File: config.mk
export PLATFORM = sky130hd
export DESIGN_NAME = multicycle_alu_flat
export DESIGN_NICKNAME = d
export VERILOG_FILES = /design/src/rtl/multicycle_alu_if.sv /design/src/rtl/multicycle_alu.sv /design/src/flat_wrapper.sv
export SDC_FILE = /design/constraint.sdc
export NUM_CORES = 1
export LEC_CHECK = 0
export ABC_AREA = 1
export ABC_CLOCK_PERIOD_IN_PS = 8900
export CORE_ASPECT_RATIO = 1.1
export CORE_MARGIN = 4
export CORE_UTILIZATION = 40
export CTS_CLUSTER_SIZE = 12
export DETAILED_ROUTE_END_ITERATION = 6
export GPL_ROUTABILITY_DRIVEN = 0
export PLACE_DENSITY = 0.61
export SYNTH_ARGS = -nofsm -noshare
export SYNTH_HDL_FRONTEND = slang
export SYNTH_SLANG_ARGS = --single-unit
File: constraint.sdc
create_clock -name clk -period 8.9 [get_ports clk]
set_input_delay 1.335 -clock clk [delete_from_list [all_inputs] [get_ports clk]]
set_output_delay 1.335 -clock clk [all_outputs]
set_load 0.02 [all_outputs]
File: src/rtl/multicycle_alu_if.sv
// Bundle of the ALU command and result signals shared by the requester and the ALU.
interface multicycle_alu_if #(
  parameter int WIDTH = 16
);
  logic             start;
  logic [3:0]       opcode;
  logic [WIDTH-1:0] opA;
  logic [WIDTH-1:0] opB;
  logic             flush;
  logic             busy;
  logic             done;
  logic [WIDTH-1:0] result;
  logic [WIDTH-1:0] resultHi;
  logic [3:0]       ccr;
  logic [3:0]       ccrShadow;

  modport master (
    output start, opcode, opA, opB, flush,
    input  busy, done, result, resultHi, ccr, ccrShadow
  );

  modport slave (
    input  start, opcode, opA, opB, flush,
    output busy, done, result, resultHi, ccr, ccrShadow
  );
endinterface

File: src/rtl/multicycle_alu.sv
// Multicycle ALU: single-cycle logic/arith ops, WIDTH-cycle shift-add multiply,
// condition-code register {NF,OF,CF,ZF} with a one-deep shadow copy.
module multicycle_alu #(
  parameter int WIDTH = 16,
  parameter int CNTW  = $clog2(WIDTH) + 1
) (
  input logic               clk,
  input logic               rst_n,
  multicycle_alu_if.slave   bus
);

  localparam logic [3:0] OP_NOP     = 4'd0;
  localparam logic [3:0] OP_ADD     = 4'd1;
  localparam logic [3:0] OP_SUB     = 4'd2;
  localparam logic [3:0] OP_AND     = 4'd3;
  localparam logic [3:0] OP_OR      = 4'd4;
  localparam logic [3:0] OP_NOT     = 4'd5;
  localparam logic [3:0] OP_INC     = 4'd6;
  localparam logic [3:0] OP_DEC     = 4'd7;
  localparam logic [3:0] OP_SHL     = 4'd8;
  localparam logic [3:0] OP_SHR     = 4'd9;
  localparam logic [3:0] OP_MOV     = 4'd10;
  localparam logic [3:0] OP_MUL     = 4'd11;
  localparam logic [3:0] OP_SETC    = 4'd12;
  localparam logic [3:0] OP_CLRC    = 4'd13;
  localparam logic [3:0] OP_SAVE    = 4'd14;
  localparam logic [3:0] OP_RESTORE = 4'd15;

  localparam logic [WIDTH-1:0] L_WIDTH    = WIDTH'(WIDTH);
  localparam logic [CNTW-1:0]  L_LASTITER = CNTW'(WIDTH - 1);

  typedef enum logic [1:0] {IDLE, MUL, DONE} state_t;

  state_t             r_state;
  state_t             w_stateNext;
  logic [CNTW-1:0]    r_count;
  logic [2*WIDTH-1:0] r_mcand;
  logic [WIDTH-1:0]   r_mplier;
  logic [2*WIDTH-1:0] r_acc;
  logic [WIDTH-1:0]   r_result;
  logic [WIDTH-1:0]   r_resultHi;
  logic [3:0]         r_ccr;
  logic [3:0]         r_ccrShadow;

  logic               w_accept;
  logic               w_mulStep;
  logic               w_mulLast;
  logic [2*WIDTH-1:0] w_accNext;
  logic [WIDTH:0]     w_sum;
  logic [WIDTH:0]     w_diff;
  logic [WIDTH:0]     w_inc;
  logic [WIDTH:0]     w_dec;
  logic [WIDTH:0]     w_shl;
  logic [WIDTH:0]     w_shr;
  logic               w_shTooFar;
  logic               w_ofAdd;
  logic               w_ofSub;
  logic [WIDTH-1:0]   w_aluRes;
  logic [3:0]         w_aluCcr;
  logic [3:0]         w_aluShadow;

  // A start is only taken in IDLE, and a simultaneous flush cancels it.
  assign w_accept  = (r_state == IDLE) && bus.start && !bus.flush;
  assign w_mulStep = (r_state == MUL) && !bus.flush;
  assign w_mulLast = w_mulStep && (r_count == L_LASTITER);
  assign w_accNext = r_acc + (r_mplier[0] ? r_mcand : '0);

  // Widened arithmetic so the carry/borrow lands in the top bit.
  assign w_sum  = {1'b0, bus.opA} + {1'b0, bus.opB};
  assign w_diff = {1'b0, bus.opB} - {1'b0, bus.opA};
  assign w_inc  = {1'b0, bus.opA} + {{WIDTH{1'b0}}, 1'b1};
  assign w_dec  = {1'b0, bus.opA} - {{WIDTH{1'b0}}, 1'b1};

  // Extra bit on the exit side of each shifter captures the last bit shifted out.
  assign w_shl      = {1'b0, bus.opA} << bus.opB;
  assign w_shr      = {bus.opA, 1'b0} >> bus.opB;
  assign w_shTooFar = bus.opB > L_WIDTH;

  assign w_ofAdd = (bus.opA[WIDTH-1] == bus.opB[WIDTH-1]) && (w_sum[WIDTH-1] != bus.opA[WIDTH-1]);
  assign w_ofSub = (bus.opB[WIDTH-1] != bus.opA[WIDTH-1]) && (w_diff[WIDTH-1] != bus.opB[WIDTH-1]);

  // Single-cycle result and flag computation for every opcode except MUL.
  always_comb begin
    w_aluRes    = '0;
    w_aluCcr    = r_ccr;
    w_aluShadow = r_ccrShadow;
    case (bus.opcode)
      OP_ADD: begin
        w_aluRes = w_sum[WIDTH-1:0];
        w_aluCcr = {w_sum[WIDTH-1], w_ofAdd, w_sum[WIDTH], w_sum[WIDTH-1:0] == '0};
      end
      OP_SUB: begin
        w_aluRes = w_diff[WIDTH-1:0];
        w_aluCcr = {w_diff[WIDTH-1], w_ofSub, w_diff[WIDTH], w_diff[WIDTH-1:0] == '0};
      end
      OP_AND: begin
        w_aluRes    = bus.opA & bus.opB;
        w_aluCcr[3] = w_aluRes[WIDTH-1];
        w_aluCcr[0] = (w_aluRes == '0);
      end
      OP_OR: begin
        w_aluRes    = bus.opA | bus.opB;
        w_aluCcr[3] = w_aluRes[WIDTH-1];
        w_aluCcr[0] = (w_aluRes == '0);
      end
      OP_NOT: begin
        w_aluRes    = ~bus.opA;
        w_aluCcr[3] = w_aluRes[WIDTH-1];
        w_aluCcr[0] = (w_aluRes == '0);
      end
      OP_INC: begin
        w_aluRes    = w_inc[WIDTH-1:0];
        w_aluCcr[3] = w_inc[WIDTH-1];
        w_aluCcr[1] = w_inc[WIDTH];
        w_aluCcr[0] = (w_inc[WIDTH-1:0] == '0);
      end
      OP_DEC: begin
        w_aluRes    = w_dec[WIDTH-1:0];
        w_aluCcr[3] = w_dec[WIDTH-1];
        w_aluCcr[1] = w_dec[WIDTH];
        w_aluCcr[0] = (w_dec[WIDTH-1:0] == '0);
      end
      OP_SHL: begin
        if (bus.opB == '0) begin
          w_aluRes    = bus.opA;
          w_aluCcr[1] = 1'b0;
        end else if (w_shTooFar) begin
          w_aluRes    = '0;
          w_aluCcr[1] = 1'b0;
        end else begin
          w_aluRes    = w_shl[WIDTH-1:0];
          w_aluCcr[1] = w_shl[WIDTH];
        end
        w_aluCcr[3] = w_aluRes[WIDTH-1];
        w_aluCcr[0] = (w_aluRes == '0);
      end
      OP_SHR: begin
        if (bus.opB == '0) begin
          w_aluRes    = bus.opA;
          w_aluCcr[1] = 1'b0;
        end else if (w_shTooFar) begin
          w_aluRes    = '0;
          w_aluCcr[1] = 1'b0;
        end else begin
          w_aluRes    = w_shr[WIDTH:1];
          w_aluCcr[1] = w_shr[0];
        end
        w_aluCcr[3] = w_aluRes[WIDTH-1];
        w_aluCcr[0] = (w_aluRes == '0);
      end
      OP_MOV:     w_aluRes    = bus.opB;
      OP_SETC:    w_aluCcr[1] = 1'b1;
      OP_CLRC:    w_aluCcr[1] = 1'b0;
      OP_SAVE:    w_aluShadow = r_ccr;
      OP_RESTORE: w_aluCcr    = r_ccrShadow;
      default:    w_aluRes    = '0;
    endcase
  end

  // FSM state register.
  always_ff @(posedge clk or negedge rst_n) begin
    if (!rst_n) r_state <= IDLE;
    else        r_state <= w_stateNext;
  end

  // FSM next-state: flush aborts MUL/DONE, MUL runs until its last iteration.
  always_comb begin
    w_stateNext = r_state;
    case (r_state)
      IDLE: begin
        if (w_accept) w_stateNext = (bus.opcode == OP_MUL) ? MUL : DONE;
      end
      MUL: begin
        if (bus.flush)     w_stateNext = IDLE;
        else if (w_mulLast) w_stateNext = DONE;
      end
      DONE:    w_stateNext = IDLE;
      default: w_stateNext = IDLE;
    endcase
  end

  // Datapath: latch operands on a MUL start, iterate while in MUL, and commit
  // result/flags only on the edge that enters DONE.
  always_ff @(posedge clk or negedge rst_n) begin
    if (!rst_n) begin
      r_count     <= '0;
      r_mcand     <= '0;
      r_mplier    <= '0;
      r_acc       <= '0;
      r_result    <= '0;
      r_resultHi  <= '0;
      r_ccr       <= '0;
      r_ccrShadow <= '0;
    end else if (w_accept) begin
      if (bus.opcode == OP_MUL) begin
        r_count  <= '0;
        r_mcand  <= {{WIDTH{1'b0}}, bus.opA};
        r_mplier <= bus.opB;
        r_acc    <= '0;
      end else begin
        r_result    <= w_aluRes;
        r_resultHi  <= '0;
        r_ccr       <= w_aluCcr;
        r_ccrShadow <= w_aluShadow;
      end
    end else if (w_mulStep) begin
      r_acc    <= w_accNext;
      r_mcand  <= r_mcand << 1;
      r_mplier <= r_mplier >> 1;
      r_count  <= r_count + 1'b1;
      if (w_mulLast) begin
        r_count    <= '0;
        r_result   <= w_accNext[WIDTH-1:0];
        r_resultHi <= w_accNext[2*WIDTH-1:WIDTH];
        r_ccr      <= {w_accNext[WIDTH-1], r_ccr[2],
                       w_accNext[2*WIDTH-1:WIDTH] != '0, w_accNext == '0};
      end
    end
  end

  assign bus.busy      = (r_state != IDLE);
  assign bus.done      = (r_state == DONE);
  assign bus.result    = r_result;
  assign bus.resultHi  = r_resultHi;
  assign bus.ccr       = r_ccr;
  assign bus.ccrShadow = r_ccrShadow;

endmodule
File: src/flat_wrapper.sv
// flat-port wrapper written by rule: the top's interface ports become plain ports
module multicycle_alu_flat 
#(
  parameter int WIDTH = 16,
  parameter int CNTW  = $clog2(WIDTH) + 1
)
  (clk, rst_n, bus_start, bus_opcode, bus_opA, bus_opB, bus_flush, bus_busy, bus_done, bus_result, bus_resultHi, bus_ccr, bus_ccrShadow);
  multicycle_alu_if #(.WIDTH(WIDTH)) bus_i ();
  input logic clk;
  input logic rst_n;
  input wire logic [$bits(bus_i.start)-1:0] bus_start;
  input wire logic [$bits(bus_i.opcode)-1:0] bus_opcode;
  input wire logic [$bits(bus_i.opA)-1:0] bus_opA;
  input wire logic [$bits(bus_i.opB)-1:0] bus_opB;
  input wire logic [$bits(bus_i.flush)-1:0] bus_flush;
  output wire logic [$bits(bus_i.busy)-1:0] bus_busy;
  output wire logic [$bits(bus_i.done)-1:0] bus_done;
  output wire logic [$bits(bus_i.result)-1:0] bus_result;
  output wire logic [$bits(bus_i.resultHi)-1:0] bus_resultHi;
  output wire logic [$bits(bus_i.ccr)-1:0] bus_ccr;
  output wire logic [$bits(bus_i.ccrShadow)-1:0] bus_ccrShadow;
  assign bus_i.start = bus_start;
  assign bus_i.opcode = bus_opcode;
  assign bus_i.opA = bus_opA;
  assign bus_i.opB = bus_opB;
  assign bus_i.flush = bus_flush;
  assign bus_busy = bus_i.busy;
  assign bus_done = bus_i.done;
  assign bus_result = bus_i.result;
  assign bus_resultHi = bus_i.resultHi;
  assign bus_ccr = bus_i.ccr;
  assign bus_ccrShadow = bus_i.ccrShadow;
  multicycle_alu #(.WIDTH(WIDTH), .CNTW(CNTW)) u_core (.clk(clk), .rst_n(rst_n), .bus(bus_i));
endmodule
==> qor.txt <==
worst min-delay path category: flip-flop to flip-flop
Post-route DRC: 0
die width: 181 um
Clk pwr share: 0.204
Psw: 0.00154 W
final instance area: 0.0148 mm^2
Highest Clock Rate: 205 MHz
Seq cells post-synth: 127
Worst Setup Path Type: input port to flip-flop
Worst-path clk slew: 0.06 ns
CP arrival: 5.17 ns
outcome: finished clean
cts bufs inserted: 17
P&R area growth vs syn: 12.1%
Starting Density: 0.406
largest net degree at the start of global routing: 71
Clock Latency Late Sink: 0.43 ns
core area: 0.0325 mm^2
CP Max Fanout: 26
power density over the cells: 230 mW/mm^2
nets: 2212
GRT Max-Usage Layer: met2
GR met2 Demand/Resource: 0.431
Max H-tree Level: 4
Pre-Repair DR Iteration Count: 6
top-area cell type share of the netlist area: 0.241
Static Leakage: 7.38 nW
kind of start point of the critical path: input port
most frequent cells in the layout: 585 x nand2_1, 208 x nor2_1, 201 x inv_1
diode count: 0
Post-CTS Setup Inserts: 0
# hold bufs at CTS: 0
Netlist cell types: 62
Max Transition Viols Final: 0
Worst VDD drop: 0.000157 V
sequential area share after synthesis: 0.241
Tot Pwr: 0.00341 W
max cap viols: 0
Final min period: 4.88 ns
DP HPWL: 38.0 mm
YS warnings: 0
met3 Use GR: 0.0454
Synthesized Nets: 2192
PortBufs: 81
Sw Share: 0.453
initial detailed-routing violation count: 1486
final setup TNS: 0 ns
Worst-Margin Slew: 0.879 ns
vias per cell: 5.76
Fin. Hold Viols: 0
initial antenna violation count: 1
sequential power share: 0.279
synthesized area: 0.0132 mm^2
layout cell share with drive strength beyond 1: 0.0572
Data required, critical path: 9.19 ns
mean area per synthesized cell: 6.39 um^2
die area: 0.0360 mm^2
grt ovf: 0
Clock Sinks: 127
num rows: 69
crit share post-route: 0.549
fin cells: 2524
Top FF cell, synth: dfrtp_1
Die Y: 198 um
Final Util: 0.456
WL per Instance: 19.5 um
max_slew headroom: 0.414
Gate power share: 0.517
Post-Synthesis Cells: 2065
vias: 14500
CP Capture Type: flip-flop
IO Pins: 82
ANT nets after route: 0
post-synthesis async set-or-reset flop share: 1.00
top cell type by total area after synthesis: dfrtp_1
CTS tree: done
GRT Total Usage: 0.267
vias in the first global route: 13600
placed cell count: 2492
final WL: 49.2 mm
Pint: 0.00186 W
Final setup viols: 0
clock buffer depth: 2
global-route met1 utilization: 0.346
# fillers: 3452
dpl cell area: 0.0142 mm^2
EDFF count, synth: 0
first-pass GRT wire length: 76.4 mm
main area contributors after synthesis: dfrtp_1 24%, nand2_1 17%, ha_1 8.0%
RSZ-0062 raised after global routing: no
commonest non-fill, non-tap cell in the layout: nand2_1
PostCTS Resize Cnt: 0
Root Driver: clkbuf_16
skew final: 0.0103 ns
-- power by group through the flow --
stage / logic [W] / registers (W) / clock network [W]
after global routing: 0.00196 / 0.000974 / 0.000734
final: 0.00176 / 0.000949 / 0.000695
after floorplan: 0.00115 / 0.000976 / 0
after detailed placement: 0.00174 / 0.000955 / 0
after global placement: 0.00174 / 0.000955 / 0
after CTS: 0.00175 / 0.000949 / 0.000714
-- flip-flops by register name, indices dropped and copies added, names as in the netlist --
register              count
u_core.r_mplier          16
u_core.r_count            5
u_core.bus.resultHi      16
u_core.r_mcand           32
u_core.bus.ccrShadow      4
u_core.bus.result        16
u_core.bus.ccr            4
u_core.r_state            2
u_core.r_acc             32
-- area by class of cell --
cell class	instances	area, um^2	area share
clock buffers	20	447	0.0302
clock inverters	12	134	0.00905
inverters	221	838	0.0567
multi-input cells	1623	8740	0.591
flip-flops and latches	127	3180	0.215
well taps	426	533	0.0360
repair buffers	95	917	0.0620
-- routing by layer --
| metal | wire length, um | part of all wire |
|---|---|---|
| met1 | 20400 | 0.41 |
| met2 | 22100 | 0.45 |
| met3 | 3750 | 0.076 |
| met4 | 2920 | 0.059 |
| met5 | 13 | 0.00026 |
-- path summary, 6_finish.rpt --
path	start	to	slack, ns	depth (start not counted)
max in group asynchronous	rst_n	u_core.r_acc[3]	6.71	2
setup reg to reg	u_core.r_mplier[0]	u_core.bus.ccr[0]	5.35	20
hold / removal	u_core.bus.resultHi[9]	u_core.bus.resultHi[9]	0.48	2
setup / recovery	bus_opB[3]	u_core.bus.result[4]	4.02	12
hold reg to reg	u_core.bus.resultHi[9]	u_core.bus.resultHi[9]	0.48	2
min in group asynchronous	rst_n	u_core.r_state[0]	0.89	1
-- critical path: stages --
cell	delay [ns]
clkdlybuf4s50_1	0.46
buf_4	0.28
clkinv_1	0.57
ha_1	0.74
o21ai_0	0.19
or2_2	0.34
xor2_1	0.19
o22ai_1	0.10
a2111oi_0	0.54
o221ai_1	0.25
nand2_1	0.10
a31oi_1	0.07
-- through the flow --
stage / setup slack, ns / hold slack [ns]
floorplan: 5.02 / 0.452
global placement: 3.87 / 0.465
detailed placement: 3.78 / 0.473
CTS: 4.23 / 0.489
global route: 3.83 / 0.502
finish: 4.02 / 0.482
-- synthesized netlist by cell type, types with 5 or more instances --
cell type	count
nand2_1	585
nor2_1	209
inv_1	201
nand3_1	178
dfrtp_1	127
o21ai_0	98
ha_1	84
a21oi_1	78
nand4_1	56
xor2_1	56
clkbuf_1	52
a31oi_1	47
o22ai_1	37
nor3_1	24
buf_2	19
or2_2	16
xnor2_1	16
inv_2	13
o211ai_1	12
o31ai_1	11
buf_1	9
buf_4	9
nand2_2	9
nor4_1	9
o221ai_1	8
a221oi_1	7
nor2_2	7
o21ai_1	7
buf_6	5
clkinv_1	5
o21bai_1	5
-- kinds of logic (layout without fill, tap and decap cells) --
logic type / after synthesis / in the layout / share of synthesized area
buf+inv: 315 / 348 / 0.0975
fa+ha+maj: 87 / 87 / 0.0842
mux: 3 / 3 / 0.00256
xor+xnor: 72 / 72 / 0.0478
flops: 127 / 127 / 0.241
compound gates: 345 / 345 / 0.158
simple gates: 1116 / 1116 / 0.370
Power figures use the tool's default switching activity.
==> patch 1: new RTL, same flow settings <==
Make the reset (`rst_n`) synchronous in 2 clocked blocks.
--- a/src/rtl/multicycle_alu.sv
+++ b/src/rtl/multicycle_alu.sv
@@ -158,7 +158,7 @@
   end
 
   // FSM state register.
-  always_ff @(posedge clk or negedge rst_n) begin
+  always_ff @(posedge clk) begin
     if (!rst_n) r_state <= IDLE;
     else        r_state <= w_stateNext;
   end
@@ -181,7 +181,7 @@
 
   // Datapath: latch operands on a MUL start, iterate while in MUL, and commit
   // result/flags only on the edge that enters DONE.
-  always_ff @(posedge clk or negedge rst_n) begin
+  always_ff @(posedge clk) begin
     if (!rst_n) begin
       r_count     <= '0;
       r_mcand     <= '0;
Formal check against the unedited RTL: differs if rst_n is asserted again (counterexample within 4 cycles, from zero or initial values and one cycle with rst_n low); with rst_n held inactive, the same outputs for 4 cycles.
==> patch 1 against the original RTL <==
- routed wire length up 8.8%
- design area up 0.37%
- clock skew about the same
- synthesized area up 0.48%
- non-clock buffer count up 6
- sequential share of layout area down 4.4 points
- die area up 0.46%
- first-iteration DRC count up 32%
- worst setup slack worse by 99 ps
- global-route usage up 1.8 points
- sequential cell count unchanged
Power is not compared: it rests on default switching activity, and its combinational part moved more than twofold at a synthesized area within 25%.
==> patch 1: results <==
{
  "synth_cell_types": 60,
  "critPathTopFamily": "simple AND/OR/NAND/NOR gates",
  "antenna_found_initial": 1,
  "min_to": "u_core.r_mcand[31]$_SDFFE_PN0P_",
  "cts_buffers": 17,
  "wl_met1_mm": 21.9,
  "synth_compound_area_share_pct": 18.9,
  "arrival_ps": 5310,
  "track_usage_pct": 28.5,
  "worstHoldStart": "u_core.r_mcand[31]$_SDFFE_PN0P_",
  "routed-wl-met3_mm": 4.36,
  "clock_latency_ps": 440,
  "postCtsResizedCells": 0,
  "drtIter0Drc": 1958,
  "route.met2.wl_mm": 24.2,
  "clock_skew_ps": 10.3,
  "ys_warn_count": 0,
  "clk_transition_reported_paths_ps": 60,
  "muxShareOfSynthArea_pct": 0,
  "synthAdderAreaFrac_pct": 8.38,
  "power.leakage_nw": 6.81,
  "ir_worst_vdd_uv": 131,
  "rr_endpoint": "u_core.bus.ccr[1]$_SDFFE_PN0P_",
  "gr-usage-met1_pct": 36.6,
  "synth_flop_cell": "dfxtp_1",
  "numPortBuffers": 81,
  "drive_gt1_share_pct": 6.14,
  "seqPwrFrac_pct": 34.3,
  "cp-startpoint": "bus_opB[14]",
  "grt_pass1_wl_mm": 82.7,
  "synth_xor_area_share_pct": 5.09,
  "yosysSeqAreaShare_pct": 19.2,
  "dp_hpwl_mm": 40.7,
  "max_freq_ghz": 0.201,
  "grt_max_degree": 70,
  "worst-path-max-fanout": 33,
  "min_path_type": "reg -> reg",
  "crit_end": "u_core.bus.result[11]$_SDFFE_PN0P_",
  "clkPwrFrac_pct": 41.8,
  "synth.top_cells.by_count": "615 x nand2_1, 218 x nor2_1, 199 x inv_1, 186 x nand3_1, 157 x a21oi_1",
  "pre_cts_slack_ps": 3630,
  "drt-total-wl_mm": 53.5,
  "use_met3_pct": 4.02,
  "r2r_slack_ps": 5400,
  "synth_nets": 2351,
  "gr-usage-met2_pct": 46.7,
  "critPathSlowestCell": "nor2_4",
  "vias": 15632,
  "maxSlewHeadroom_pct": 33.4,
  "synth_area_leaders": "dfxtp_1 19%, nand2_1 17%, ha_1 7.9%",
  "grt_pass1_vias": 14632,
  "outcome": "finished clean",
  "ys_async_sr_fraction_pct": 0,
  "rr_worst_depth": 11,
  "timing.rr.start": "u_core.r_state[1]$_SDFFE_PN0P_"
}
[patch 1: through the flow]
stage	hold WS, ps	instance area, um^2	std cells	power, mW	util, %
6_report	467	14800	2672	1.72	45.6
5_1_grt	486	14800	2672	1.78	45.6
4_1_cts	468	14800	2672	1.72	45.6
3_5_place_dp	458	14200	2640	0.999	43.8
3_3_place_gp	453	14200	2640	0.998	43.8
2_1_floorplan	441	13300	2224	0.851	-
[patch 1: logic make-up (layout without fill, tap and decap cells)]
kind of cell | Yosys count | count (layout)
adder cells (fa/ha/maj) | 87 | 87
AND/OR/NAND/NOR | 1155 | 1155
buffers and inverters | 341 | 363
XOR/XNOR | 77 | 77
flip-flops | 127 | 127
AO/OA/AOI/OAI | 437 | 437
[patch 1: cell type report]
class,count,area [um^2]
sequential,127,2540
clock inverter,15,173
clock buffer,17,425
timing repair buffer,101,956
tap,426,533
inverter,230,865
multi-input combinational,1756,9350
fill,3493,17700
==> patch 2: new RTL, same flow settings <==
Without the edit above. `WIDTH` is set to 16 in 3 places; all go to 8.
--- a/src/rtl/multicycle_alu_if.sv
+++ b/src/rtl/multicycle_alu_if.sv
@@ -1,6 +1,6 @@
 // Bundle of the ALU command and result signals shared by the requester and the ALU.
 interface multicycle_alu_if #(
-  parameter int WIDTH = 16
+  parameter int WIDTH = 8
 );
   logic             start;
   logic [3:0]       opcode;
--- a/src/rtl/multicycle_alu.sv
+++ b/src/rtl/multicycle_alu.sv
@@ -1,7 +1,7 @@
 // Multicycle ALU: single-cycle logic/arith ops, WIDTH-cycle shift-add multiply,
 // condition-code register {NF,OF,CF,ZF} with a one-deep shadow copy.
 module multicycle_alu #(
-  parameter int WIDTH = 16,
+  parameter int WIDTH = 8,
   parameter int CNTW  = $clog2(WIDTH) + 1
 ) (
   input logic               clk,
--- a/src/flat_wrapper.sv
+++ b/src/flat_wrapper.sv
@@ -1,7 +1,7 @@
 // flat-port wrapper written by rule: the top's interface ports become plain ports
 module multicycle_alu_flat 
 #(
-  parameter int WIDTH = 16,
+  parameter int WIDTH = 8,
   parameter int CNTW  = $clog2(WIDTH) + 1
 )
   (clk, rst_n, bus_start, bus_opcode, bus_opA, bus_opB, bus_flush, bus_busy, bus_done, bus_result, bus_resultHi, bus_ccr, bus_ccrShadow);
Interface: changed (resized bus_opA, bus_opB, bus_result and bus_resultHi); port bits go from 82 to 50. No check against the original RTL was run, so the function may have changed too.
==> patch 2 against the original RTL <==
- worst setup slack better by 680 ps
- fmax is 16% higher
- critical path depth stayed put
- sequential power is 52% lower
- global-route usage is 3.8 points lower
- routed wire length is 57% lower
- design area is 49% lower
- power is 60% lower
- combinational power is 71% lower
- clock power is 43% lower
- worst hold slack worse by 3.5 ps
- sequential cell count is 57 lower
- sequential share of layout area is 1.9 points higher
- synthesized area is 50% lower
- critical path type unchanged
- largest power group unchanged
- highest routed layer is now met4
==> patch 2: results <==
{
  "gr-usage-met1_pct": 29.1,
  "dpl_cell_area_um2": 7160,
  "maxSlewHeadroom_pct": 40.4,
  "n_fill_cell": 1631,
  "reg.largest.list": "u_core.r_acc (16), u_core.r_mcand (16)",
  "antenna_found_initial": 0,
  "clock-sinks": 70,
  "ir_worst_vdd_uv": 93.4,
  "wl_met1_mm": 8.79,
  "synth_area_leaders": "dfrtp_1 27%, nand2_1 14%, ha_1 8.4%",
  "grt_pass1_wl_mm": 33.8,
  "synth.top_cells.by_count": "251 x nand2_1, 105 x inv_1, 92 x nor2_1, 70 x dfrtp_1, 68 x nand3_1",
  "gr-usage-met2_pct": 37.9,
  "dr.pass1.iters": 7,
  "min_to": "u_core.bus.resultHi[0]$_DFFE_PN0P_",
  "num-clock-buffers": 10,
  "numPortBuffers": 49,
  "slowest_delay_ps": 870,
  "synth_xor_area_share_pct": 4.12,
  "r2r_slack_ps": 5850,
  "seq_area_share_pct": 23.4,
  "clk_share_pct": 4.44,
  "dp_cells": 1192,
  "multi_input_area_um2": 4180,
  "drtIter0Drc": 521,
  "htreeDepth": 3,
  "buf_share_pct": 6.91,
  "critPathSlowestCell": "clkdlybuf4s50_1",
  "worstHoldStart": "u_core.bus.resultHi[0]$_DFFE_PN0P_",
  "use_met3_pct": 3.03,
  "p_int_mw": 0.842,
  "rr_endpoint": "u_core.bus.ccr[1]$_DFFE_PN0P_",
  "multi_input_area_share_pct": 55.8,
  "clock_latency_ps": 340,
  "grt_pass1_vias": 6518,
  "cts_buffers": 9,
  "rr_worst_depth": 16,
  "syn-cell-area_um2": 6590,
  "synthAdderAreaFrac_pct": 9.27,
  "top_layer": "met4",
  "n_all_buffers": 53,
  "pre_cts_slack_ps": 4460,
  "inv_count": 122,
  "p_sw_share_pct": 38.4,
  "p_clk_mw": 0.398,
  "nMultiInputCombCells": 747,
  "power.leakage_nw": 3.65,
  "arrival_ps": 4420,
  "outcome": "finished clean",
  "p_seq_mw": 0.452,
  "routed-wl-met3_mm": 1.16,
  "clock_skew_ps": 6.80,
  "synth_nets": 1044,
  "track_usage_pct": 22.9
}
-- patch 2: cell types whose count changed after synthesis, moves of 34 or more --
cell,before,now
a21oi_1,78,44
clkbuf_1,52,9
dfrtp_1,127,70
ha_1,84,44
inv_1,201,105
nand2_1,585,251
nand3_1,178,68
nor2_1,209,92
o21ai_0,98,56
xor2_1,56,21
-- patch 2: worst max path at each step --
| stage | start | endpoint | slack (ps) | cells after the start |
|---|---|---|---|---|
| global route | bus_opB[2] | u_core.bus.result[5]$_DFFE_PN0P_ | 4450 | 12 |
| CTS | bus_opB[2] | u_core.bus.ccr[0]$_DFFE_PN0P_ | 4810 | 15 |
| global placement | bus_opB[1] | u_core.bus.ccr[0]$_DFFE_PN0P_ | 4490 | 15 |
| finish | bus_opB[2] | u_core.bus.result[5]$_DFFE_PN0P_ | 4690 | 12 |
| floorplan | bus_opA[4] | u_core.bus.result[5]$_DFFE_PN0P_ | 5760 | 11 |
| detailed placement | bus_opB[2] | u_core.bus.ccr[0]$_DFFE_PN0P_ | 4460 | 15 |
